==> config.mk <==
export PLATFORM = sky130hd
export DESIGN_NAME = cipher_bus_responder
export DESIGN_NICKNAME = d
export VERILOG_FILES = /design/src/rtl/cipher_bus_responder.sv
export SDC_FILE = /design/constraint.sdc
export NUM_CORES = 1
export LEC_CHECK = 0
export ABC_AREA = 1
export ABC_CLOCK_PERIOD_IN_PS = 4000
export CAP_MARGIN = 5
export CORE_AREA = 8 8 251 253
export CTS_BUF_LIST = sky130_fd_sc_hd__clkbuf_4 sky130_fd_sc_hd__clkbuf_8 sky130_fd_sc_hd__clkbuf_16
export CTS_CLUSTER_SIZE = 28
export DETAILED_ROUTE_END_ITERATION = 10
export DIE_AREA = 0 0 259 261
export SLEW_MARGIN = 5
export SYNTH_ARGS = -nofsm -noshare
export SYNTH_HDL_FRONTEND = slang
export SYNTH_SLANG_ARGS = --single-unit
export TNS_END_PERCENT = 10
==> constraint.sdc <==
create_clock -name clk -period 4 [get_ports clk]
set_input_delay 0.8 -clock clk [delete_from_list [all_inputs] [get_ports clk]]
set_output_delay 0.8 -clock clk [all_outputs]
set_load 0.01 [all_outputs]
==> src/rtl/cipher_bus_responder.sv <==
// Cipher-bus slave: accepts one block, runs key whitening plus Nr AES rounds through an
// external round function, and returns the result. `CIPHER_BUS_SKID_EN adds a one-entry skid.
module cipher_bus_responder (
  input  logic         clk,
  input  logic         reset_n,
  input  logic [127:0] i_data,
  input  logic         i_data_valid,
  input  logic         i_ende,
  input  logic         i_enable,
  input  logic [1:0]   i_key_mode,
  input  logic         i_key_ready,
  output logic         o_ready,
  output logic [127:0] o_data,
  output logic         o_data_valid,
  output logic         o_abort,
  output logic [3:0]   o_key_idx,
  input  logic [127:0] i_round_key,
  output logic [127:0] o_rnd_state,
  output logic         o_rnd_ende,
  output logic         o_rnd_last,
  input  logic [127:0] i_rnd_result
);

  typedef enum logic [1:0] {StIdle, StWhiten, StRound} state_e;

  state_e       fsm_q, fsm_d;
  logic [3:0]   rnd_q, rnd_d;
  logic [127:0] blk_q, blk_d;
  logic         ende_q, ende_d;
  logic [3:0]   nr_q, nr_d;
  logic [127:0] data_d;
  logic         valid_d, abort_d, ready_d;
  logic         mode_ok, busy, accept, done;

`ifdef CIPHER_BUS_SKID_EN
  logic         skid_valid_q, skid_valid_d;
  logic [127:0] skid_data_q, skid_data_d;
  logic         skid_ende_q, skid_ende_d;
  logic [1:0]   skid_mode_q, skid_mode_d;
`endif

  function automatic logic [3:0] nr_of(input logic [1:0] mode);
    case (mode)
      2'b01:   return 4'd12;
      2'b10:   return 4'd14;
      default: return 4'd10;
    endcase
  endfunction

  assign mode_ok = (i_key_mode != 2'b11);
  assign busy    = (fsm_q != StIdle);
  assign accept  = o_ready & i_data_valid & i_enable & mode_ok;
  assign done    = (fsm_q == StRound) && (rnd_q == nr_q) && i_enable;

  assign o_rnd_state = blk_q;
  assign o_rnd_ende  = ende_q;
  assign o_rnd_last  = (fsm_q == StRound) && (rnd_q == nr_q);

  always_comb begin
    o_key_idx = 4'd0;
    case (fsm_q)
      StWhiten: o_key_idx = ende_q ? nr_q : 4'd0;
      StRound:  o_key_idx = ende_q ? nr_q - rnd_q : rnd_q;
      default:  o_key_idx = 4'd0;
    endcase
  end

  always_comb begin
    fsm_d   = fsm_q;
    rnd_d   = rnd_q;
    blk_d   = blk_q;
    ende_d  = ende_q;
    nr_d    = nr_q;
    data_d  = o_data;
    valid_d = 1'b0;
    abort_d = 1'b0;
`ifdef CIPHER_BUS_SKID_EN
    skid_valid_d = skid_valid_q;
    skid_data_d  = skid_data_q;
    skid_ende_d  = skid_ende_q;
    skid_mode_d  = skid_mode_q;
`endif
    if (busy && !i_key_ready) begin
      // Losing the key schedule discards the block, even one completing on this edge.
      fsm_d   = StIdle;
      rnd_d   = 4'd0;
      abort_d = 1'b1;
`ifdef CIPHER_BUS_SKID_EN
      skid_valid_d = 1'b0;
`endif
    end else begin
      if (busy && i_enable) begin
        if (fsm_q == StWhiten) begin
          blk_d = blk_q ^ i_round_key;
          rnd_d = 4'd1;
          fsm_d = StRound;
        end else begin
          blk_d = i_rnd_result;
          rnd_d = rnd_q + 4'd1;
          if (done) begin
            data_d  = i_rnd_result;
            valid_d = 1'b1;
            rnd_d   = 4'd0;
            fsm_d   = StIdle;
          end
        end
      end
      if (accept && (!busy || done)) begin
        blk_d  = i_data;
        ende_d = i_ende;
        nr_d   = nr_of(i_key_mode);
        rnd_d  = 4'd0;
        fsm_d  = StWhiten;
      end
`ifdef CIPHER_BUS_SKID_EN
      else if (accept) begin
        skid_valid_d = 1'b1;
        skid_data_d  = i_data;
        skid_ende_d  = i_ende;
        skid_mode_d  = i_key_mode;
      end else if (done && skid_valid_q) begin
        blk_d        = skid_data_q;
        ende_d       = skid_ende_q;
        nr_d         = nr_of(skid_mode_q);
        rnd_d        = 4'd0;
        fsm_d        = StWhiten;
        skid_valid_d = 1'b0;
      end
`endif
    end
`ifdef CIPHER_BUS_SKID_EN
    ready_d = !skid_valid_d && i_key_ready && mode_ok;
`else
    ready_d = (fsm_d == StIdle) && i_key_ready && mode_ok;
`endif
  end

  always_ff @(posedge clk) begin
    if (!reset_n) begin
      fsm_q        <= StIdle;
      rnd_q        <= 4'd0;
      blk_q        <= '0;
      ende_q       <= 1'b0;
      nr_q         <= 4'd10;
      o_ready      <= 1'b0;
      o_data       <= '0;
      o_data_valid <= 1'b0;
      o_abort      <= 1'b0;
`ifdef CIPHER_BUS_SKID_EN
      skid_valid_q <= 1'b0;
      skid_data_q  <= '0;
      skid_ende_q  <= 1'b0;
      skid_mode_q  <= 2'b00;
`endif
    end else begin
      fsm_q        <= fsm_d;
      rnd_q        <= rnd_d;
      blk_q        <= blk_d;
      ende_q       <= ende_d;
      nr_q         <= nr_d;
      o_ready      <= ready_d;
      o_data       <= data_d;
      o_data_valid <= valid_d;
      o_abort      <= abort_d;
`ifdef CIPHER_BUS_SKID_EN
      skid_valid_q <= skid_valid_d;
      skid_data_q  <= skid_data_d;
      skid_ende_q  <= skid_ende_d;
      skid_mode_q  <= skid_mode_d;
`endif
    end
  end

endmodule

After elaboration in Yosys (flattened, before gate mapping)
Cells that the tools add are included.
{ "classes": {"addsub": 2, "multipliers": 0, "div_mod_pow": 0, "order_cmp": 0, "n_eq_ne": 6, "shifts": 0, "muxes": 16, "bitwise": 8, "n_reduce_logical": 18} }
{ "ops": {"columns": ["operator", "count"], "rows": [
  ["2-to-1 mux 128 bit", 3],
  ["bitwise XOR 128 bit", 1],
  ["2-to-1 mux 4 bit", 4],
  ["2-to-1 mux 2 bit", 5],
  ["case mux 4 bit (2 select lines)", 1],
  ["logical AND 1 bit", 7],
  ["case mux 3 bit (2 select lines)", 1],
  ["adder 4 x 1 -> 4 bit (second input constant)", 1],
  ["== test 2 x 1 -> 1 bit (second input constant)", 2],
  ["== test 2 bit (second input constant)", 2],
  ["== test 4 bit", 1],
  ["inverter 1 bit", 4],
  ["AND reduction 2 bit", 2],
  ["AND reduction 4 bit", 1],
  ["nonzero test 2 bit", 2],
  ["OR reduction 4 bit", 1],
  ["subtractor 4 bit", 1],
  ["AND 1 bit", 3],
  ["OR reduction 3 bit", 1],
  ["zero test 1 bit", 2],
  ["zero test 2 bit", 1],
  ["2-to-1 mux 1 bit", 2],
  ["!= test 2 bit (second input constant)", 1],
  ["logical OR 1 bit", 1]
]} }
{ "totals": {"ff_bits": 270, "latch_bits": 0, "ram_bits": 0, "mem_bits_ro": 0, "in_bits": 392, "output_inout_bits": 265, "word_cells": 59, "memories": 0} }

Logic depth before layout (Yosys ltp)
Gate-level depths: netlist (run 1).
{ "logic_depth": {"depth_word": 11, "depth_mapped": 13, "mapped_depth_nobuf": 11} }

Least setup slack after synthesis (run 1)
No wires, ideal clock.
{ "synth_path": {"path_kind": "register to output", "start": "reg rnd_q[2]", "end": "out o_key_idx[3]", "arrival_time_ns": 1.312, "t_required_ns": 3.200, "slack_ns": 1.888, "stages_incl_launch_ff": 8, "n_path_buf": 0, "path_cell_list": "dfxtp_1 -> inv_1 -> ha_1 -> a21oi_1 -> nand2_1 -> nand3_1 -> nand3_1 -> a21oi_1"} }
{ "synth_via": {"elab_chain_len": 3} }
{ "synth_rtl": {"columns": ["element", "line_no", "text"], "rows": [
  ["start, declared", "27", "logic [3:0] rnd_q, rnd_d;"],
  ["start signal, assigned", "157", "rnd_q <= rnd_d;"],
  ["subtractor 4 bit", "63", "StRound: o_key_idx = ende_q ? nr_q - rnd_q : rnd_q;"],
  ["2-to-1 mux 4 bit", "63", null],
  ["case mux 4 bit (2 select lines)", "61", "case (fsm_q)"],
  ["end, declared", "16", "output logic [3:0] o_key_idx,"]
]} }
Every way passes these cells.

Final worst setup path (run 1)
{ "layout_path": {"start": "reg rnd_q[1]", "end": "out o_key_idx[1]"} }
{ "layout_via": {"elab_chain_len": 3} }
{ "layout_rtl": {"columns": ["element", "line_no"], "rows": [
  ["subtractor 4 bit", "63"],
  ["2-to-1 mux 4 bit (*)", "63"],
  ["case mux 4 bit (2 select lines) (*)", "61"]
]} }
Every way passes the cells marked *; elsewhere a longest branch is shown, timed or not.

==> results of run 1 <==
[kinds of logic (layout without fill, tap and decap cells)]
logic type / after synthesis / in the layout / synth area share (%)
other: 0 / 9 / 0
DFF: 268 / 268 / 36.5
and+or+nand+nor: 1073 / 1073 / 29.9
buffers and inverters: 432 / 1016 / 12.1
xor gates and xnor gates: 3 / 3 / 0.179
adders and majority gates: 11 / 11 / 0.987
AOI/OAI and AO/OA: 533 / 533 / 20.4
[worst paths after layout]
path / endpoint / depth (start not counted)
worst max register to register: o_rnd_state[83]$_SDFFE_PN0P_ / 11
worst min register to register: o_data[77]$_SDFFE_PN0P_ / 2
worst max-delay path: o_key_idx[1] / 5
worst min-delay path: o_data[77]$_SDFFE_PN0P_ / 2
[stage by stage]
step	utilization (%)	cells
6_report	38.9	3695
3_5_place_dp	36.9	3625
3_3_place_gp	36.9	3625
4_1_cts	38.9	3686
5_1_grt	38.9	3693
2_1_floorplan	-	2320
[layer usage]
layer / global-route usage (%) / part of all wire, %
met1: 22.7 / 40
met2: 32.1 / 49
met3: 5.01 / 7.8
met4: 7.11 / 2.9
met5: 0 / 0.019
[power groups by stage]
stage	Combinational, mW	Clock, mW	Sequential [mW]
finish	1.31	3.40	2.78
CTS	1.31	3.50	2.78
global route	1.43	3.59	2.79
detailed placement	1.31	0	2.84
floorplan	0.571	0	2.85
global placement	1.31	0	2.84
[worst max-delay path: stages (launching register included)]
cell and delay (ps):
dfxtp_1 440, fa_1 450, nand2_1 70, o211ai_1 80, a21oi_1 290, clkdlybuf4s50_1 710
[cells in the mapped netlist (all sizes together)]
master	instances	share of area, %
ha	10	0.85
nor3	2	0.068
inv	276	7.0
xnor2	1	0.060
o21a	128	6.5
nand4	1	0.043
a22oi	1	0.051
dfxtp	268	37
buf	73	2.9
o211ai	1	0.051
fa	1	0.14
nor2	141	3.7
clkbuf	83	2.1
nand3	267	9.1
nand2	662	17
o21ai	132	4.5
xor2	2	0.12
a21oi	271	9.2
[flip-flops by register name, indices dropped and copies added (netlist names)]
| signal | cells |
|---|---|
| o_rnd_state | 128 |
| o_rnd_ende | 1 |
| rnd_q | 4 |
| o_data_valid | 1 |
| nr_q | 2 |
| o_data | 128 |
| fsm_q | 2 |
| o_abort | 1 |
| o_ready | 1 |
[layout make-up]
cell class | instances | area [µm²] | area share [%]
clock buffers | 44 | 991 | 4.29
repair buffers | 679 | 6870 | 29.7
diodes | 9 | 22.5 | 0.0975
flip-flops and latches | 268 | 5370 | 23.2
clock inverters | 17 | 226 | 0.980
inverters | 276 | 1040 | 4.52
multi-input cells | 1620 | 7610 | 32.9
well taps | 782 | 978 | 4.23
[placed cells by master (no fill, tap or decap), types with 11 or more instances in the layout]
cell type	synthesis	layout
a21oi_1	271	271
clkbuf_16	0	37
o21ai_1	19	19
buf_4	0	13
nand2_1	660	659
clkdlybuf4s50_1	0	655
inv_1	274	273
buf_12	0	11
o21ai_0	112	112
nand3_1	266	265
dfxtp_1	268	268
nor2_1	138	138
o21a_1	128	128
==> run metrics, run 1 <==
slew margin rel.=41.5%; clock power share=45.4%; vias after detailed routing=16800; placed inst area=0.0219 mm²; Pint=5.49 mW; final setup margin=638 ps; vias in the first global route=15700; Max clock buf depth=3; Initial DRC Count=1076; worst hold start=o_data[77]$_SDFFE_PN0P_; Worst-Margin Slew=878 ps; grt total ovfl=0; number of CTS-inserted buffers=35; Synth warnings=0; critical path peak fanout=6; final wirelength=68.2 mm; Critical Path AT=2560 ps; Post-Synthesis Cell Area=0.0147 mm²; Comb pwr share=17.5%; hold-fix buffers at CTS=0; Cell Pwr Density=324 mW/mm²; endpoint class of the critical path=output port; die footprint=0.0676 mm²; Cell variety after synth=27; DRC=0; critical path type=reg2out; drt wl/cell=18.5 µm; postcts setup bufs=0; # setup viols final=0; hold slack=441 ps; P_sw=1.99 mW; Crit. Startpoint=rnd_q[1]$_SDFFE_PP0N_; max-slew violation count=0; Worst-Skew Late Latency=530 ps; status=complete, no violations; worst hold path type=reg2reg; fillers=6294; antenna-violating nets left=0; CTS tree=built; Rows=90; RSZ-0062 raised after global routing=no; Post-Place Setup Slack=868 ps; I/O Buffers=656; R2R setup slack=1150 ps; Die Height=261 µm; All-Layer GR Usage=18.9%; Fmax=0.297 GHz; routability congestion estimate from global placement=0.833; final period utilization=84.0%; Mapped Avg Cell Area=6.34 µm²; first-pass GRT wire length=99.8 mm; Worst Clk Skew=19.0 ps; crit path launch type=flip-flop; Final Critical Period=3360 ps; Worst Path Required=3200 ps; sequential share of power=37.1%; drt pass-1 iters=5; Resized Gates After CTS=0; Design Power=7.48 mW; maxcap violations=0; Yosys reg bits=268; register area share after synthesis=36.5%; Nets=3283; antenna violations before repair=8; Vias/cell=4.56; final hold vios=0; setup TNS=0 ps; switch share=26.6%; CTS root buf=clkbuf_16; Sink Count=268; layout cells sized above 1=3.37%; Post-Layout Inst Area=0.0231 mm²; Die X=259 µm; origin of the critical flop-to-flop path=rnd_q[1]$_SDFFE_PP0N_; htree depth=2; Initial Util=24.8%; CTS clk-pin slew, worst paths=60 ps; I/O pin total=657; Area Overhead vs Synth=57.2%; largest net degree at the start of global routing=130; core box area=0.0593 mm²; syn nets=2723; total leakage power=8.68 nW; Post-Syn Instances=2320; DP Wirelength=48.6 mm; peak supply drop=227 µV
Note: power is estimated with default switching activity, not from simulation.
==> run 2, diff against run 1 <==
Settings changed: ABC_CLOCK_PERIOD_IN_PS 4000 to 2780.
Clock period 4 ns to 2.78 ns, I/O delays scaled along.
==> run metrics, run 2 (synthesis results as in run 1) <==
status=complete, no violations (unchanged); number of CTS-inserted buffers=37 (was 35); Sink Count=268 (unchanged); Final Critical Period=2650 ps; Worst Path Required=2220 ps (was 3200 ps); Max clock buf depth=3 (unchanged); Worst-Skew Late Latency=530 ps (about the same); Worst Reg-to-Reg Cells=12 (was 11); die footprint=0.0676 mm² (unchanged); worst hold start=reset_n (was o_data[77]$_SDFFE_PN0P_); Non-Filler Instances=3719 (was 3695); drt pass-1 iters=5 (unchanged); core box area=0.0593 mm² (unchanged); Die X=259 µm (unchanged); DRC=0 (unchanged); final period utilization=95.3%; maxcap violations=0 (unchanged); endpoint class of the critical path=output port (unchanged); Design Power=10.9 mW (was 7.48 mW); Post-Place Setup Slack=234 ps (was 868 ps); Critical Path AT=2090 ps (was 2560 ps); I/O Buffers=656 (unchanged); Initial Util=24.8% (unchanged); peak supply drop=441 µV (was 227 µV); Initial DRC Count=1029 (was 1076); htree depth=2 (unchanged); # setup viols final=0 (unchanged); WHS Path Cells=3 (was 2); antenna violations before repair=9 (was 8); CTS tree=built (unchanged); Largest stage delay, worst path=390 ps (was 710 ps); grt total ovfl=0 (unchanged); vias in the first global route=15900 (was 15700); routability congestion estimate from global placement=0.833 (about the same); largest net degree at the start of global routing=134 (was 130); Die Height=261 µm (unchanged); Rows=90 (unchanged); Area Overhead vs Synth=59.2% (was 57.2%); All-Layer GR Usage=18.9% (about the same); dpl cells=3642 (was 3625); vias after detailed routing=17000 (was 16800); Fmax=0.377 GHz; Nets=3302 (was 3283); worst hold path type=in2reg (was reg2reg); setup TNS=0 ps (unchanged); origin of the critical flop-to-flop path=rnd_q[1]$_SDFFE_PP0N_ (unchanged); final setup margin=131 ps (was 638 ps); cell chain of the critical path=inv_1 -> ha_1 -> ha_1 -> nand2_1 -> nor2_4 -> dlygate4sd2_1 (was fa_1 -> nand2_1 -> o211ai_1 -> a21oi_1 -> clkdlybuf4s50_1); Critical Path Most Common Cell=ha_1; hold slack=391 ps (was 441 ps); layout cells sized above 1=4.21% (was 3.37%); critical path peak fanout=6 (unchanged); postcts setup bufs=0 (unchanged); I/O pin total=657 (unchanged); Cell Pwr Density=466 mW/mm² (was 324 mW/mm²); crit path launch type=flip-flop (unchanged); R2R setup slack=440 ps (was 1150 ps); Worst Clk Skew=13.3 ps (was 19.0 ps); total leakage power=8.87 nW (was 8.68 nW); antenna-violating nets left=0 (unchanged); first-pass GRT wire length=100 mm (was 99.8 mm); CP Buf/Inv Count=2 (was 1); most frequent cells in the layout=nand2_1, clkdlybuf4s50_1, inv_1, a21oi_1, dfxtp_1 (unchanged); most common cell after layout, fill and taps aside=nand2_1 (unchanged); slew margin rel.=38.6% (was 41.5%); hold-fix buffers at CTS=0 (unchanged); sink of the worst hold path=o_data[66]$_SDFFE_PN0P_ (was o_data[77]$_SDFFE_PN0P_); Worst-Margin Slew=921 ps (was 878 ps); final hold vios=0 (unchanged); Critical-path top delay cell=dlygate4sd2_1 (was clkdlybuf4s50_1); reg2reg end=o_rnd_state[81]$_SDFFE_PN0P_ (was o_rnd_state[83]$_SDFFE_PN0P_); CTS root buf=clkbuf_16 (unchanged); DP Wirelength=49.8 mm (was 48.6 mm); drt wl/cell=18.4 µm (was 18.5 µm); CTS clk-pin slew, worst paths=60 ps (about the same); Largest delay share family, worst path=buffers and inverters (unchanged); Vias/cell=4.58 (was 4.56); critical path type=reg2out (unchanged); max-slew violation count=0 (unchanged); RSZ-0062 raised after global routing=no (unchanged); final wirelength=68.2 mm (about the same)
## run 2: cell count changes in the layout (fill, tap and decap cells not counted), moves of 2 or more
cell,delta
dlygate4sd2_1,+2
buf_2,+2
clkbuf_8,+9
buf_4,+9
diode_2,+4
clkbuf_16,+2
buf_12,+9
clkinvlp_4,-5
dfxtp_2,+2
bufinv_16,-3
dfxtp_1,-2
clkdlybuf4s50_1,-5
## run 2: final cells by class
type                       count  area, µm²
antenna                       13       32.5
clock buffer                  56       1170
clock inverter                 8       93.8
fill                        6253      35900
inverter                     276       1040
multi-input combinational   1620       7610
sequential                   268       5370
tap                          782        978
timing repair buffer         696       7100
## run 2: power by group
| group | internal [mW] | total, mW | switching (mW) | leakage (nW) |
|---|---|---|---|---|
| clock network | 3.08 | 4.99 | 1.90 | 0.640 |
| registers | 3.92 | 4.00 | 0.0804 | 2.16 |
| logic | 1.01 | 1.91 | 0.903 | 6.07 |
| total | 8.01 | 10.9 | 2.89 | 8.87 |
## run 2: worst max-delay path by stage
stage                     startpoint                        to  slack, ps  cells after the start
2_1_floorplan  rnd_q[1]$_SDFFE_PP0N_   o_data[52]$_SDFFE_PN0P_        800                      9
3_3_place_gp                i_enable  o_data[126]$_SDFFE_PN0P_        260                      7
3_5_place_dp   rnd_q[1]$_SDFFE_PP0N_              o_key_idx[1]        230                      6
4_1_cts        rnd_q[2]$_SDFFE_PP0N_              o_key_idx[2]         30                      8
5_1_grt         nr_q[1]$_SDFFE_PN1P_              o_key_idx[1]          5                      7
6_report       rnd_q[1]$_SDFFE_PP0N_                o_rnd_last        130                      6
## run 2: timing repair
| item | CTS | global route |
|---|---|---|
| resized for setup | 11 | 3 |
| endpoints found under the setup margin | 5 | 3 |
| cloned | 0 | 0 |
## run 2: per-stage QoR
stage | area [µm²] | utilization, %
floorplan | 14700 | -
global placement | 22100 | 37.3
detailed placement | 22100 | 37.3
CTS | 23400 | 39.4
global route | 23400 | 39.4
finish | 23400 | 39.4
## run 2: layer usage
| metal | up-vias | part of all wire, % | global-route usage, % |
|---|---|---|---|
| met2 | 585 | 48 | 31.5 |
| met4 | 2 | 3.3 | 7.45 |
| met5 | - | 0.019 | 0 |
| met1 | 7743 | 41 | 23.0 |
| met3 | 108 | 7.7 | 5.16 |
| li1 | 8595 | - | - |
## run 2: worst reg2reg max path: stages (launching register included)
cell	delay, ps
dfxtp_2	380
inv_1	60
ha_1	300
ha_1	140
nand2_1	80
nor2_4	210
nand2_2	130
nand2_4	130
buf_12	220
buf_12	270
nand3_1	120
nand3_1	100
a21oi_1	60
==> run 3, diff against run 2 <==
Settings changed: GPL_TIMING_DRIVEN set to 0.
==> run metrics, run 3 (synthesis results as in run 1) <==
status=complete, no violations (unchanged); grt peak-use layer=met2 (unchanged); DP Wirelength=59.6 mm (was 49.8 mm); Crit. Startpoint=rnd_q[1]$_SDFFE_PP0N_ (unchanged); register area=0.00537 mm² (about the same); die footprint=0.0676 mm² (unchanged); final setup margin=118 ps (was 131 ps); number of CTS-inserted buffers=36 (was 37); Fmax=0.376 GHz (was 0.377 GHz); hold-fix buffers at CTS=0 (unchanged); htree depth=2 (unchanged); Initial DRC Count=1154 (was 1029); Critical Path AT=2110 ps (was 2090 ps); antenna violations before repair=11 (was 9); Worst-Skew Late Latency=540 ps (was 530 ps); first-pass GRT wire length=109 mm (was 100 mm); most common cell after layout, fill and taps aside=nand2_1 (unchanged); GR Layer Usage met2=37.4% (was 31.5%); Critical Path Most Common Cell=ha_1 (unchanged); CTS root buf=clkbuf_16 (unchanged); met3 global-route usage=4.78% (was 5.16%); origin of the critical flop-to-flop path=rnd_q[1]$_SDFFE_PP0N_ (unchanged); Cell Pwr Density=458 mW/mm² (was 466 mW/mm²); worst hold path type=reg2reg (was in2reg); Initial Util=24.8% (unchanged); vias in the first global route=16500 (was 15900); largest net degree at the start of global routing=13 (was 134); cell chain of the critical path=inv_1 -> ha_1 -> ha_1 -> nand2_1 -> nor2_4 -> dlygate4sd2_1 (unchanged); drt pass-1 iters=5 (unchanged); fillers=6293 (was 6253); critical path peak fanout=6 (unchanged); hold slack=443 ps (was 391 ps); final period utilization=95.8% (was 95.3%); RSZ-0062 raised after global routing=yes (was no); Max clock buf depth=3 (unchanged); peak supply drop=381 µV (was 441 µV); endpoint class of the critical path=output port (unchanged); GRT met1 Usage=25.4% (was 23.0%); most frequent cells in the layout=nand2_1, clkdlybuf4s50_1, inv_1, a21oi_1 (was nand2_1, clkdlybuf4s50_1, inv_1, a21oi_1, dfxtp_1); Worst-Margin Slew=1030 ps (was 921 ps); Final Critical Period=2660 ps (was 2650 ps); Worst Clk Skew=14.6 ps (was 13.3 ps); Worst Path Required=2220 ps (about the same); max-slew violation count=0 (unchanged); postcts setup bufs=0 (unchanged); All-Layer GR Usage=21.2% (was 18.9%); Nets=3417 (was 3302); maxcap violations=0 (unchanged); reg2reg end=o_data[45]$_SDFFE_PN0P_ (was o_rnd_state[81]$_SDFFE_PN0P_); I/O Buffers=656 (unchanged); Design Power=10.8 mW (was 10.9 mW); Post-Place Setup Slack=-777 ps (was 234 ps); DRC=0 (unchanged); final wirelength=76.6 mm (was 68.2 mm); slew margin rel.=31.6% (was 38.6%); Area Overhead vs Synth=60.4% (was 59.2%); Vias/cell=4.58 (about the same); routability congestion estimate from global placement=0.878 (was 0.833); CTS clk-pin slew, worst paths=50 ps (was 60 ps); CTS tree=built (unchanged); vias after detailed routing=17600 (was 17000); core box area=0.0593 mm² (unchanged); final hold vios=0 (unchanged); Rows=90 (unchanged); Critical-path top delay cell=dfxtp_1 (was dlygate4sd2_1); Largest stage delay, worst path=440 ps (was 390 ps); R2R setup slack=260 ps (was 440 ps); antenna-violating nets left=0 (unchanged); Sink Count=268 (unchanged); # setup viols final=0 (unchanged); drt wl/cell=20.0 µm (was 18.4 µm); footprint of the multi-input gates=0.00759 mm² (was 0.00761 mm²); CP Capture Point=o_rnd_last (unchanged); grt total ovfl=0 (unchanged); crit path launch type=flip-flop (unchanged); layout cells sized above 1=5.49% (was 4.21%); Die Height=261 µm (unchanged); I/O pin total=657 (unchanged); total leakage power=8.97 nW (was 8.87 nW); Worst Reg-to-Reg Cells=10 (was 12); critical path type=reg2out (unchanged); Die X=259 µm (unchanged)
run 3: how the worst min path moves through the flow:
| stage | startpoint | endpoint | slack, ps | depth (start not counted) |
|---|---|---|---|---|
| floorplan | o_data[0]$_SDFFE_PN0P_ | o_data[0]$_SDFFE_PN0P_ | 470 | 2 |
| global placement | o_data[96]$_SDFFE_PN0P_ | o_data[96]$_SDFFE_PN0P_ | 430 | 2 |
| detailed placement | o_data[22]$_SDFFE_PN0P_ | o_data[22]$_SDFFE_PN0P_ | 440 | 2 |
| CTS | o_data[22]$_SDFFE_PN0P_ | o_data[22]$_SDFFE_PN0P_ | 440 | 2 |
| global route | o_data[64]$_SDFFE_PN0P_ | o_data[64]$_SDFFE_PN0P_ | 450 | 2 |
| finish | o_data[43]$_SDFFE_PN0P_ | o_data[43]$_SDFFE_PN0P_ | 440 | 2 |
run 3: where the power goes:
part / switching [mW] / internal (mW)
Combinational: 0.944 / 1.00
Clock: 1.97 / 2.89
Sequential: 0.0836 / 3.92
Total: 3.00 / 7.81
run 3: per-layer routing:
layer	up-vias	wire, µm
met5	-	13
met4	2	2100
met2	639	38200
met3	99	5380
met1	7985	30900
li1	8840	-
run 3: cell type report:
cell class / count / area share, %
multi-input cells: 1620 / 32.2
repair buffers: 656 / 27.8
flip-flops and latches: 268 / 22.8
clock buffers: 50 / 4.52
inverters: 276 / 4.40
well taps: 782 / 4.15
plain buffers: 156 / 3.36
clock inverters: 15 / 0.642
diodes: 11 / 0.117
run 3: timing repair:
item | 4_1_cts | 5_1_grt
cloned | 0 | 0
pin swaps | 0 | 1
endpoints found under the setup margin | 234 | 98
resized for setup | 34 | 18
run 3: critical path, delay by kind of cell, from the launching register on:
kind,cells,cell delay (ps)
and+or+nand+nor,2,260
adders and majority gates,2,440
buffers and inverters,2,430
DFF,1,440
run 3: through the flow:
| stage | util, % | instances | instance area [µm²] | TNS (ps) |
|---|---|---|---|---|
| 2_1_floorplan | - | 2320 | 14700 | 0 |
| 3_3_place_gp | 37.5 | 3758 | 22200 | -144600 |
| 3_5_place_dp | 37.5 | 3758 | 22200 | -144820 |
| 4_1_cts | 39.6 | 3823 | 23500 | -122 |
| 5_1_grt | 39.7 | 3830 | 23600 | -33.2 |
| 6_report | 39.7 | 3834 | 23600 | 0 |
